$ cat src/rtl/ram_pkg.sv
// Shared definitions for the small synchronous RAM and its read-side sequencer.
// The default widths are shared with the RAM block so both sides always agree.
package ram_pkg;

   localparam int DEF_DW = 2;
   localparam int DEF_AW = 2;

   localparam logic [2:0] ST_IDLE    = 3'd0;
   localparam logic [2:0] ST_ISSUE   = 3'd1;
   localparam logic [2:0] ST_WAIT    = 3'd2;
   localparam logic [2:0] ST_PRESENT = 3'd3;
   localparam logic [2:0] ST_FINISH  = 3'd4;

endpackage

$ cat src/rtl/ram_read_sequencer_if.sv
// RAM read port plus valid/ready output stream of the read sequencer.
// master = sequencer side, slave = RAM/consumer side.
interface ram_read_sequencer_if #(
   parameter int DW = ram_pkg::DEF_DW,
   parameter int AW = ram_pkg::DEF_AW
);
   logic          mem_rd_en;
   logic [AW-1:0] mem_addr;
   logic [DW-1:0] mem_rdata;
   logic          out_valid;
   logic [DW-1:0] out_data;
   logic          out_last;
   logic          out_ready;

   modport master (
      output mem_rd_en, mem_addr, out_valid, out_data, out_last,
      input  mem_rdata, out_ready
   );

   modport slave (
      input  mem_rd_en, mem_addr, out_valid, out_data, out_last,
      output mem_rdata, out_ready
   );
endinterface

$ cat src/rtl/ram_addr_counter.sv
// AW-bit wrapping address counter with synchronous load and increment-enable.
module ram_addr_counter
   import ram_pkg::*;
#(
   parameter int AW = DEF_AW
) (
   input  logic          clk,
   input  logic          rst_n,
   input  logic          load,
   input  logic [AW-1:0] load_val,
   input  logic          inc,
   output logic [AW-1:0] count
);

   // NOTE: sequential state uses non-blocking assignments so every flop samples pre-edge values.
   always_ff @(posedge clk or negedge rst_n) begin
      if (!rst_n)    count <= '0;
      else if (load) count <= load_val;
      else if (inc)  count <= count + AW'(1);
   end

endmodule

$ cat src/rtl/ram_read_sequencer.sv
// Read-side controller for the small synchronous RAM: walks a wrapping address
// from base_addr, one outstanding read at a time, and streams words out.
module ram_read_sequencer
   import ram_pkg::*;
#(
   parameter int DW = DEF_DW,
   parameter int AW = DEF_AW
) (
   input  logic                  clk,
   input  logic                  rst_n,
   input  logic                  start,
   input  logic [AW-1:0]         base_addr,
   input  logic [AW:0]           num_words,
   output logic                  busy,
   output logic                  done,
   ram_read_sequencer_if.master  bus
);

   localparam logic [AW:0] REM_ONE = (AW+1)'(1);

   logic [2:0]    state;
   logic [2:0]    state_nxt;
   logic [AW:0]   remaining;
   logic [AW-1:0] addr;
   logic [DW-1:0] data_q;
   logic          last_q;
   logic          handshake;
   logic          load;

   assign handshake = (state == ST_PRESENT) && bus.out_ready;
   assign load      = (state == ST_IDLE) && start && (num_words != '0);

   ram_addr_counter #(.AW(AW)) u_addr (
      .clk      (clk),
      .rst_n    (rst_n),
      .load     (load),
      .load_val (base_addr),
      .inc      (handshake),
      .count    (addr)
   );

   // NOTE: assigning a default first keeps this block purely combinational (no latches).
   always_comb begin
      state_nxt = state;
      case (state)
         ST_IDLE:    if (start) state_nxt = (num_words != '0) ? ST_ISSUE : ST_FINISH;
         ST_ISSUE:   state_nxt = ST_WAIT;
         ST_WAIT:    state_nxt = ST_PRESENT;
         ST_PRESENT: if (handshake) state_nxt = (remaining > REM_ONE) ? ST_ISSUE : ST_FINISH;
         ST_FINISH:  state_nxt = ST_IDLE;
         default:    state_nxt = ST_IDLE;
      endcase
   end

   always_ff @(posedge clk or negedge rst_n) begin
      if (!rst_n) state <= ST_IDLE;
      else        state <= state_nxt;
   end

   always_ff @(posedge clk or negedge rst_n) begin
      if (!rst_n)         remaining <= '0;
      else if (load)      remaining <= num_words;
      else if (handshake) remaining <= remaining - REM_ONE;
   end

   // Captured in WAIT, the cycle the RAM returns data, then held through PRESENT.
   always_ff @(posedge clk or negedge rst_n) begin
      if (!rst_n) begin
         data_q <= '0;
         last_q <= 1'b0;
      end else if (state == ST_WAIT) begin
         data_q <= bus.mem_rdata;
         last_q <= (remaining == REM_ONE);
      end
   end

   // Decoded from the state register so the reset clears out_valid asynchronously.
   assign busy          = (state != ST_IDLE);
   assign done          = (state == ST_FINISH);
   assign bus.mem_rd_en = (state == ST_ISSUE);
   assign bus.mem_addr  = addr;
   assign bus.out_valid = (state == ST_PRESENT);
   assign bus.out_data  = data_q;
   assign bus.out_last  = last_q;

endmodule

$ cat src/flat_wrapper.sv
// flat-port wrapper written by rule: the top's interface ports become plain ports
module ram_read_sequencer_flat import ram_pkg::*;
#(
   parameter int DW = DEF_DW,
   parameter int AW = DEF_AW
)
  (clk, rst_n, start, base_addr, num_words, busy, done, bus_mem_rd_en, bus_mem_addr, bus_out_valid, bus_out_data, bus_out_last, bus_mem_rdata, bus_out_ready);
  ram_read_sequencer_if #(.DW(DW), .AW(AW)) bus_i ();
  input  logic clk;
  input  logic rst_n;
  input  logic start;
  input  logic [AW-1:0] base_addr;
  input  logic [AW:0] num_words;
  output logic busy;
  output logic done;
  output wire logic [$bits(bus_i.mem_rd_en)-1:0] bus_mem_rd_en;
  output wire logic [$bits(bus_i.mem_addr)-1:0] bus_mem_addr;
  output wire logic [$bits(bus_i.out_valid)-1:0] bus_out_valid;
  output wire logic [$bits(bus_i.out_data)-1:0] bus_out_data;
  output wire logic [$bits(bus_i.out_last)-1:0] bus_out_last;
  input wire logic [$bits(bus_i.mem_rdata)-1:0] bus_mem_rdata;
  input wire logic [$bits(bus_i.out_ready)-1:0] bus_out_ready;
  assign bus_mem_rd_en = bus_i.mem_rd_en;
  assign bus_mem_addr = bus_i.mem_addr;
  assign bus_out_valid = bus_i.out_valid;
  assign bus_out_data = bus_i.out_data;
  assign bus_out_last = bus_i.out_last;
  assign bus_i.mem_rdata = bus_mem_rdata;
  assign bus_i.out_ready = bus_out_ready;
  ram_read_sequencer #(.DW(DW), .AW(AW)) u_core (.clk(clk), .rst_n(rst_n), .start(start), .base_addr(base_addr), .num_words(num_words), .busy(busy), .done(done), .bus(bus_i));
endmodule
$ cat config.mk
export PLATFORM = sky130hd
export DESIGN_NAME = ram_read_sequencer_flat
export DESIGN_NICKNAME = d
export VERILOG_FILES = /design/src/rtl/ram_pkg.sv /design/src/rtl/ram_read_sequencer_if.sv /design/src/rtl/ram_addr_counter.sv /design/src/rtl/ram_read_sequencer.sv /design/src/flat_wrapper.sv
export SDC_FILE = /design/constraint.sdc
export NUM_CORES = 1
export LEC_CHECK = 0
export ABC_AREA = 1
export BUFFER_PORTS_ARGS = -buffer_cell sky130_fd_sc_hd__buf_2
export CELL_PAD_IN_SITES_DETAIL_PLACEMENT = 1
export CELL_PAD_IN_SITES_GLOBAL_PLACEMENT = 2
export CORE_ASPECT_RATIO = 0.7
export CORE_MARGIN = 10
export CORE_UTILIZATION = 29
export DETAILED_ROUTE_END_ITERATION = 6
export PLACE_DENSITY = 0.83
export SYNTH_ARGS = -nofsm -noshare
export SYNTH_HDL_FRONTEND = slang
export SYNTH_SLANG_ARGS = --single-unit
export TNS_END_PERCENT = 100
$ cat constraint.sdc
create_clock -name clk -period 2.85 [get_ports clk]
set_input_delay 0.7125 -clock clk [delete_from_list [all_inputs] [get_ports clk]]
set_output_delay 0.7125 -clock clk [all_outputs]
set_load 0.1 [all_outputs]
Yosys cells after proc, flatten, opt, wreduce, memory -nomap -nowiden
Index checks and enable logic that the tools add are counted. Widths: inputs -> output; s select.

Output and inout bits: 9. Input port bits: 11. Register bits after elaboration: 11.

Magnitude comparators: 1. Reduce and logical (&&, ||, !) cells: 8. Equal/unequal tests: 7. Multiplexer cells: 9. Add/subtract/negate cells: 2.

Operators by type and width (count): $mux 3 (6); $pmux 3 s4 (1); $eq 3x1->1 const B (2); $eq 3x2->1 const B (2); $reduce_bool 3->1 (2); $mux 2 (2); $eq 3x3->1 const B (1); $gt 3x1->1 const B (1); $logic_and 1x1->1 (3); $logic_not 3->1 (1); $sub 3x1->3 const B (1); $add 2x1->2 const B (1); $ne 2x1->1 const B (1); $ne 2x2->1 const B (1); $reduce_and 2->1 (1); $reduce_bool 2->1 (1).

Longest topological paths before layout
Depth after elaboration: 4. Mapped depth: 8. Mapped depth without buffers: 8.

Hierarchy
A second synthesis with hierarchy kept.

Cells, all modules: 97. Area, all modules: 696.9 um^2.

Modules (own cells, without submodules): ram_read_sequencer (area each 590.6 um^2, cells each 81, times used 1, seq. area each 225.2 um^2); ram_addr_counter (area each 106.4 um^2, cells each 16, times used 1, seq. area each 50.0 um^2).

Worst setup path before layout
OpenSTA, ideal clock, no wires.

Kind: flip-flop to output port. Start point: register u_core.state[2]. End point: output bus_mem_rd_en. Path slack: -439 ps. Path buffers: 0. Arrival: 2577 ps. Required time: 2138 ps. Cell stages (with the launch flop): 2. Cells stage by stage: dfrtp_1 -> nor3_1.

Word-level cells in the longest chain between the ends: 1.

RTL lines: start, declared (line ram_read_sequencer.sv:21) `logic [2:0] state;`; start signal, assigned (line ram_read_sequencer.sv:57) `else state <= state_nxt;`; $eq 3x1->1 (line ram_read_sequencer.sv:80) `assign bus.mem_rd_en = (state == ST_ISSUE);`; end, declared (line flat_wrapper.sv:16) `output wire logic [$bits(bus_i.mem_rd_en)-1:0] bus_mem_rd_en;`.

Every way passes these cells.

Final worst setup path
Start point: register u_core.state[2]. End point: output done.

Word-level cells in the longest chain between the ends: 1.

RTL lines: $eq 3x3->1 (line ram_read_sequencer.sv:79) `assign done = (state == ST_FINISH);`; end, declared (line flat_wrapper.sv:15) `output logic done;`.

Every way passes these cells.

==> summary.md <==
| Metric | Value |
|---|---|
| TNS Setup | 0 ps |
| Worst skew pair latency | 260 ps |
| WL per Instance | 11.6 microns |
| Post-layout instance count excluding filler cells | 147 |
| Vias post-DR | 631 |
| Max-slew violations | 0 |
| Placed Cells incl. Taps | 143 |
| Setup crit start kind | register |
| Post-Syn Instances | 92 |
| YS warnings | 0 |
| CTS root buf | clkbuf_4 |
| Detailed Route WL | 1.71 mm |
| Syn_area_per_cell | 7.43 sq um |
| Status | finished, final reports clean |
| Main synth FF type | dfrtp_1 |
| Syn nets | 105 |
| Relative slew slack | 67.6% |
| Post-synth EDFFs | 0 |
| Slew @ Worst Pin | 490 ps |
| First-pass DRT Iterations | 3 |
| Type of the most critical hold path | input port to async pin |
| Vias in the first global route | 632 |
| Max-cap violations | 0 |
| # clock sinks | 11 |
| Reg-to-reg endpoint | u_core.remaining[0] |
| Core area | 0.00219 sq mm |
| Critical path class | register to primary output |
| Worst reg-to-reg setup slack | 1540 ps |
| Clock transition at path regs | 70 ps |
| Antenna Cells | 0 |
| Crit. Startpoint | u_core.state[2] |
| Hold buffer count at cts | 0 |
| CTS Buf Count | 3 |
| Final Hold Vio Count | 0 |
| Die Area | 0.00473 sq mm |
| Crit path max fanout | 5 |
| Synthesis-stage register bit count | 11 |
| Fraction of layout cells with a size suffix above 1 | 24.3% |
| Overall Global Routing Usage | 7.74% |
| Worst Setup EP | done |
| Post-Syn Area | 683 sq um |
| Final Cycle Share | 76.2% |
| Synth top area share | 40.3% |
| Setup violators final | 0 |
| Max frequency | 461 MHz |
| Initial core utilization | 31.2% |
| Worst clock skew | 2.24 ps |
| DRC Markers | 0 |
| Worst EP required | 2140 ps |
| Crit path DAT | 1460 ps |
| # Post-CTS Setup Buffers | 0 |
| Die H | 60.6 microns |
| Post-layout nets | 129 |
| Largest net degree at the start of global routing | 12 |
| Vias per cell | 4.29 |
| Cell with the most instances after synthesis | nand2_1 |
| Worst r2r src | u_core.state[2] |
| Top cells by area, synth | dfrtp_1, nand2_1, inv_1 |
| Yosys top cell by area | dfrtp_1 |
| Synth top cells by count | nand2_1, inv_1, dfrtp_1 |
| Number of distinct library cells after synthesis | 19 |
| Initial antenna violation count | 0 |
| Routability cong. | 0.751 |
| RSZ-0062 raised after global routing | no |
| Cells on worst reg2reg path | 6 |
| ANT nets after route | 0 |
| Iteration-0 DRC Markers | 10 |
| DP HPWL | 1.48 mm |
| First-pass GRT wire length | 2.93 mm |
| CP endpoint kind | primary output |
| H-tree levels | 1 |
| Row cnt | 14 |
| Post-cts sizing count | 0 |
| Chip Width | 78.0 microns |
| Min cycle time layout | 2170 ps |
| Async set-reset flop share out of synthesis | 100% |
| CTS Buffer Depth | 2 |
| I/O pin count | 20 |
| Overflow after GRT | 0 |
| I/O Buffers | 19 |
| Register area share after synthesis | 40.3% |
| Area grow syn2layout | 24.4% |
| FILL cells | 292 |
| TritonCTS clock tree | yes |
sequential cells by signal (all words and copies together), names as in the netlist:
signal and flops:
u_core.bus.out_data 2, u_core.bus.out_last 1, u_core.remaining 3, u_core.u_addr.count 2, u_core.state 3
layout make-up:
class                   instances  area, sq um  share of cell area (%)
clock buffers                   4         26.3                    3.09
flip-flops and latches         11          275                    32.4
inverters                      15         56.3                    6.63
well taps                      32         40.0                    4.71
repair buffers                 19         95.1                    11.2
multi-input cells              66          357                    42.0
layout by cell type, fill, tap and decap left out:
master    count
a21oi_1       1
buf_2        19
clkbuf_1      1
clkbuf_4      3
clkinv_1      1
dfrtp_1      11
ha_1          2
inv_1        14
nand2_1      35
nand2_2       1
nand2_4       1
nand3_1       8
nand3_4       1
nand3b_1      2
nand4_1       4
nor2_1        2
nor2_4        2
nor3_1        1
nor3_2        1
o21ai_0       1
or2_0         1
or2_1         1
xor2_1        2
critical path, stage by stage (launching register included):
cell     delay, ps
dfrtp_1        500
inv_1          110
nor2_1         130
buf_2          440
how the worst min path moves through the flow:
stage                                 startpoint                     end  cells after the start
after floorplan                            rst_n  u_core.bus.out_data[0]                      0
after global placement    u_core.bus.out_data[0]  u_core.bus.out_data[0]                      2
after detailed placement  u_core.bus.out_data[0]  u_core.bus.out_data[0]                      2
after CTS                                  rst_n  u_core.u_addr.count[1]                      1
after global routing                       rst_n  u_core.u_addr.count[1]                      1
final                                      rst_n  u_core.u_addr.count[1]                      1
cell families after synthesis:
| kind of cell | after synthesis | synth area share, % |
|---|---|---|
| fa+ha+maj | 2 | 3.66 |
| buf+inv | 15 | 8.24 |
| compound gates | 2 | 1.46 |
| flops | 11 | 40.3 |
| simple gates | 60 | 43.8 |
| xor+xnor | 2 | 2.56 |
layer usage:
metal / GRT usage (%) / wire, microns
met3: 3.39 / 105
met2: 11.5 / 755
met5: 0 / 0
met1: 9.45 / 829
met4: 3.82 / 17
per-stage QoR:
stage | utilization, % | hold slack (ps) | setup slack (ps) | cell area [sq um]
floorplan | - | 417 | 315 | 688
global placement | 37.6 | 459 | 1020 | 823
detailed placement | 37.6 | 463 | 960 | 823
CTS | 38.8 | 308 | 655 | 850
global route | 38.8 | 308 | 594 | 850
finish | 38.8 | 307 | 680 | 850
Power is left out: the tool's default activity adds up to more than one toggle a clock period on the data nets, which glitch-free logic cannot reach.
